==> src/rtl/frame_loader.sv <==
`default_nettype none
// ============================================================================
// Module      : frame_loader
// Description : Streams 12-bit RGB pixels into a frame buffer, one write per
//               accepted beat, framed by start-of-frame markers.
//               Optional checksum enabled by macro FRAME_LOADER_CHECKSUM_EN.
// Revision    : 1.0 - initial release
// ============================================================================
module frame_loader #(
    parameter int IMG_PIXELS = 120000,
    parameter int ADDR_W     = 18
) (
    input  logic              clk_40,
    input  logic              reset,
    input  logic [11:0]       s_pixel,
    input  logic              s_valid,
    input  logic              s_sof,
    output logic              s_ready,
    input  logic              wr_hold,
    input  logic              err_clr,
    output logic              wea,
    output logic [ADDR_W-1:0] wr_addr,
    output logic [3:0]        dina_r,
    output logic [3:0]        dina_g,
    output logic [3:0]        dina_b,
    output logic              busy,
    output logic              frame_done,
    output logic              sync_err,
    output logic [15:0]       checksum
);

    typedef enum logic [0:0] {
        S_IDLE = 1'b0,
        S_LOAD = 1'b1
    } state_t;

    localparam logic [ADDR_W-1:0] C_LAST_ADDR = ADDR_W'(IMG_PIXELS - 1);

    state_t              r_state;
    logic [ADDR_W-1:0]   r_count;

    logic                w_accept;
    logic                w_write;
    logic                w_last;
    logic [ADDR_W-1:0]   w_addr;
    logic [ADDR_W-1:0]   w_next_count;

    assign s_ready  = !wr_hold && !reset;
    assign w_accept = s_valid && s_ready;

    // A start-of-frame beat always lands at address 0, regardless of state;
    // non-sof beats are only meaningful once a frame has been opened.
    assign w_write      = w_accept && ((r_state == S_LOAD) || s_sof);
    assign w_addr       = s_sof ? '0 : r_count;
    assign w_last       = (w_addr == C_LAST_ADDR);
    assign w_next_count = w_last ? '0 : (w_addr + ADDR_W'(1));

    assign busy = (r_state == S_LOAD);

    always_ff @(posedge clk_40) begin
        if (reset) begin
            r_state    <= S_IDLE;
            r_count    <= '0;
            wea        <= 1'b0;
            wr_addr    <= '0;
            dina_r     <= 4'd0;
            dina_g     <= 4'd0;
            dina_b     <= 4'd0;
            frame_done <= 1'b0;
            sync_err   <= 1'b0;
        end else begin
            wea        <= w_write;
            frame_done <= w_write && w_last;
            if (w_write) begin
                wr_addr <= w_addr;
                dina_r  <= s_pixel[11:8];
                dina_g  <= s_pixel[7:4];
                dina_b  <= s_pixel[3:0];
                r_count <= w_next_count;
                r_state <= w_last ? S_IDLE : S_LOAD;
            end
            // A fresh framing error takes priority over a simultaneous clear.
            if (w_accept && s_sof && (r_state == S_LOAD)) begin
                sync_err <= 1'b1;
            end else if (err_clr) begin
                sync_err <= 1'b0;
            end
        end
    end

`ifdef FRAME_LOADER_CHECKSUM_EN
    logic [15:0] r_acc;
    logic [15:0] r_checksum;
    logic [15:0] w_sum;

    assign w_sum    = (s_sof ? 16'd0 : r_acc) + {4'd0, s_pixel};
    assign checksum = r_checksum;

    always_ff @(posedge clk_40) begin
        if (reset) begin
            r_acc      <= 16'd0;
            r_checksum <= 16'd0;
        end else if (w_write) begin
            r_acc <= w_sum;
            if (w_last) begin
                r_checksum <= w_sum;
            end
        end
    end
`else
    assign checksum = 16'd0;
`endif

endmodule
`default_nettype wire
==> config.mk <==
export PLATFORM = sky130hd
export DESIGN_NAME = frame_loader
export DESIGN_NICKNAME = d
export VERILOG_FILES = /design/src/rtl/frame_loader.sv
export SDC_FILE = /design/constraint.sdc
export NUM_CORES = 1
export LEC_CHECK = 0
export CAP_MARGIN = 20
export CORE_UTILIZATION = 43
export DETAILED_ROUTE_END_ITERATION = 10
export GPL_TIMING_DRIVEN = 0
export PLACE_DENSITY_LB_ADDON = 0.12
export SYNTH_ARGS = -nofsm -noshare
export SYNTH_HDL_FRONTEND = slang
export SYNTH_SLANG_ARGS = --single-unit
==> constraint.sdc <==
create_clock -name clk_40 -period 2.5 [get_ports clk_40]
set_clock_uncertainty 0.15 [all_clocks]
set_input_delay 0.5 -clock clk_40 [delete_from_list [all_inputs] [get_ports clk_40]]
set_output_delay 0.5 -clock clk_40 [all_outputs]
set_load 0.05 [all_outputs]
## Yosys cells after proc, flatten, opt, wreduce, memory -nomap -nowiden

Index checks and enable logic that the tools add are counted.

- Register bits: 52
- Output and inout bits: 51
- Word-level logic and storage cells: 26

- Add/subtract/negate cells: 1
- Eq/ne operators: 1
- Mux-type cells: 5
- Reductions and logical operators: 10

Operators by type and width:

| cell | count |
|---|---|
| $mux W18 | 2 |
| $add A18 B1 Y18 const B | 1 |
| $eq A18 B17 Y1 const B | 1 |
| $logic_and A1 B1 Y1 | 6 |
| $mux W1 | 3 |
| $logic_not A1 Y1 | 2 |
| $reduce_bool A2 Y1 | 1 |
| $logic_or A1 B1 Y1 | 1 |

## Depth between registers and ports, before layout

- Word-level depth: 6
- Depth in mapped cells: 8

## Worst setup path before layout

No wires, ideal clock.

- Kind: input to register
- From: in s_sof
- To: reg r_count[4]
- Data arrival time: 2.352 ns
- Data required time: 2.280 ns
- Path slack: -0.072 ns
- Cell stages on the path: 8
- Path buffers: 1
- Cells stage by stage: clkbuf_1 -> nor2b_1 -> ha_1 -> and3_4 -> and3_4 -> a31o_2 -> or4b_1 -> a21oi_1

- Cells in the longest elaborated chain, start to end: 3

Ends and longest elaborated chain:

| element | line | RTL |
|---|---|---|
| from (decl) | 17 | `input logic s_sof,` |
| $mux W18 (*) | 54 | `assign w_addr = s_sof ? '0 : r_count;` |
| via w_addr[0] | 45 | `logic [ADDR_W-1:0] w_addr;` |
| $add A18 B1 Y18 or $eq A18 B17 Y1 (tied branches) | 56, 55 |  |
| $mux W18 (*) | 56 | `assign w_next_count = w_last ? '0 : (w_addr + ADDR_W'(1));` |
| to (signal assigned) | 79 | `r_count <= w_next_count;` |
| to (decl) | 40 | `logic [ADDR_W-1:0] r_count;` |

The timed path passes the listed nets; every way through them passes the cells marked *.
A chain may end at the register's enable or synchronous reset.

## Final worst setup path

- From: in reset
- To: out s_ready

- Cells in the longest elaborated chain, start to end: 2

Ends and longest elaborated chain:

| element | line | RTL |
|---|---|---|
| from (decl) | 14 | `input logic reset,` |
| $logic_not A1 Y1 | 48 | `assign s_ready = !wr_hold && !reset;` |
| $logic_and A1 B1 Y1 | 48 |  |
| to (decl) | 18 | `output logic s_ready,` |

Every way passes these cells.

==> results.cfg <==
[outcome]
status = finished clean

[cts]
cts_made_buffers = 5
htree_levels = 2
clkLatencyLatePin_ns = 0.31
cts_hold_buf = 0
clkSinkCount = 52
clk_pin_slew_ns = 0.09
root_buffer = clkbuf_8
cts_tree = yes
clk_path_buf_depth = 2

[synthesis]
synth_area_um2 = 2440
synth_edf_count = 0
synth_area_per_cell_um2 = 7.94
yosys_warnings = 0
ys_types = 47
ys_async_sr_fraction_pct = 0
ys_ff_latch = 52
synthCells = 308
yosysSeqAreaShare_pct = 42.6
synthFlopType = dfxtp_1

[pwr]
p_seq_share_pct = 51.3
powerDensity_nw_per_um2 = 502
p_int_mw = 1.20
combPwrFrac_pct = 12.5
vdd_ir_drop_max_uv = 214
p_leak_nw = 1.20
netSwitchingFraction_pct = 26.2
p_sw_mw = 0.427
clkPwrFrac_pct = 36.1

[layout]
stdcell_count = 455
area_growth_pct = 33.0
final_cell_mix = 52 x dfxtp_1, 50 x clkdlybuf4s50_1, 49 x nand2_1
final_nets = 401
fill_cells = 546
final_common_cell = dfxtp_1
design_area_um2 = 3250
diodes = 0
drive_above_1_share_pct = 12.5
multiInputGateArea_um2 = 1240
register_area_um2 = 1040

[placement]
io_buffers = 52
gp_congestion = 0.872
post-place-cells = 447
placed_cell_area_um2 = 3110
dp_hpwl_um = 4640

[global_routing]
track_usage_pct = 22.7
first_global_vias = 2070
gr-total-overflow = 0
antenna_found_initial = 0
grt_max_degree = 17
grt_pass1_wl_um = 10600

[worst_setup_path]
critPathKind = input port to primary output
required_ns = 1.85
cp_top_family = buffers and inverters
cpMaxStageDelayCell = clkdlybuf4s50_1
crit_path_max_incr_delay_ns = 0.46
end_kind = primary output
critical_path_arrival_ns = 1.76
crit_path_start_kind = input port
path_max_fanout = 10
crit_buf_inv = 4
worstPathCellList = clkdlybuf4s50_1 -> clkbuf_4 -> buf_4 -> nor2_1 -> buf_2

[sta]
rsz0062_at_grt = no
setup_violations = 0
fmax_mhz = 414
setup_tns_ns = 0
slew-limit-headroom_pct = 57.0
worst_slew_pin_slew_ns = 0.643
post-route-min-period_ns = 2.41
finalHoldViolCount = 0
hold_slack_ns = 0.306
min_period_over_period_pct = 96.6
timing.final.max_slew_violations = 0

[floorplanning]
rows = 27
chipHeight_um = 77.4
die-area_um2 = 5990
die_w_um = 77.4
start_util_pct = 44.4
io_pins = 69
core_area_um2 = 5510

[flow_run]
maxCapViolCount = 0

[detailed_routing]
vias = 2356
routedWlPerCell_um = 14.3
first_iter_violations = 149
via_per_inst = 5.18
routed_wl_um = 6520
post-route-drc-count = 0
ant_nets = 0
dr.pass1.iters = 6

[min_path]
hold_path_class = register to register
registers in the layout (all words and copies together), names as in the netlist:
register / flops
wea: 1
dina_r: 4
sync_err: 1
r_count: 18
dina_b: 4
dina_g: 4
wr_addr: 18
frame_done: 1
busy: 1
synthesized netlist by cell type (all sizes together) (4+ instances only):
cell,n,share of area [%]
dfxtp,52,43
nand2,50,7.7
a21oi,40,8.2
nor2,24,3.7
buf,22,6.3
clkbuf,16,2.5
and3,14,4.0
o21ai,14,3.0
nor3,11,2.3
nand4,9,2.3
nand3,8,1.8
inv,6,0.92
nor2b,5,1.4
nand2b,4,1.0
metal layers:
layer	vias up	GRT usage, %	routed length (um)
li1	1194	-	-
met1	1080	31.2	3090
met2	74	36.0	3010
met3	8	4.47	353
met4	0	6.42	69
met5	-	0	0
logic make-up after synthesis:
| kind of cell | count (synthesis) | synth area share (%) |
|---|---|---|
| buf+inv | 44 | 9.67 |
| other cells | 1 | 0.153 |
| fa+ha+maj | 1 | 0.512 |
| flops | 52 | 42.6 |
| simple gates | 140 | 30.0 |
| compound gates | 70 | 17.0 |
power groups by stage:
| stage | clock network, mW | registers, mW | logic [mW] |
|---|---|---|---|
| floorplan | 0 | 0.876 | 0.119 |
| CTS | 0.602 | 0.838 | 0.203 |
| global route | 0.635 | 0.839 | 0.216 |
| detailed placement | 0 | 0.857 | 0.200 |
| global placement | 0 | 0.857 | 0.199 |
| finish | 0.590 | 0.838 | 0.204 |
what timing repair did:
action | CTS | global route
gates resized for setup | 15 | 10
setup endpoints to repair | 17 | 18
buffers inserted | 0 | 0
final timing paths:
path	start	end	slack [ns]	cells after the start
worst min register to register	dina_b[0]$_SDFFE_PP0P_	dina_b[0]$_SDFFE_PP0P_	0.31	2
worst max register to register	r_count[0]$_SDFFE_PP0P_	r_count[4]$_SDFFE_PP0P_	0.19	7
worst max-delay path	reset	s_ready	0.09	5
worst min-delay path	dina_b[0]$_SDFFE_PP0P_	dina_b[0]$_SDFFE_PP0P_	0.31	2
worst register-to-register path, stage by stage (launching register included):
cell,delay (ns)
dfxtp_1,0.37
nor2b_2,0.20
ha_2,0.23
and3_4,0.20
and3_4,0.19
a31o_4,0.27
or4b_1,0.51
a21oi_1,0.13
per-stage QoR:
step                      setup WS (ns)  power, mW  utilization (%)
after floorplan                  0.0466      0.994                -
after global placement           -0.945       1.06             56.5
after detailed placement         -0.947       1.06             56.5
after CTS                       -0.0282       1.64             59.1
after global routing            0.00268       1.69             59.0
final                            0.0856       1.63             59.0
final cells by class:
| cell class | instances | share of cell area (%) |
|---|---|---|
| tap | 72 | 2.77 |
| sequential | 52 | 32.0 |
| timing repair buffer | 52 | 15.7 |
| multi-input combinational | 227 | 38.1 |
| inverter | 6 | 0.693 |
| buffer | 38 | 7.24 |
| clock inverter | 2 | 1.19 |
| clock buffer | 6 | 2.23 |
(Power assumes the default switching activity.)
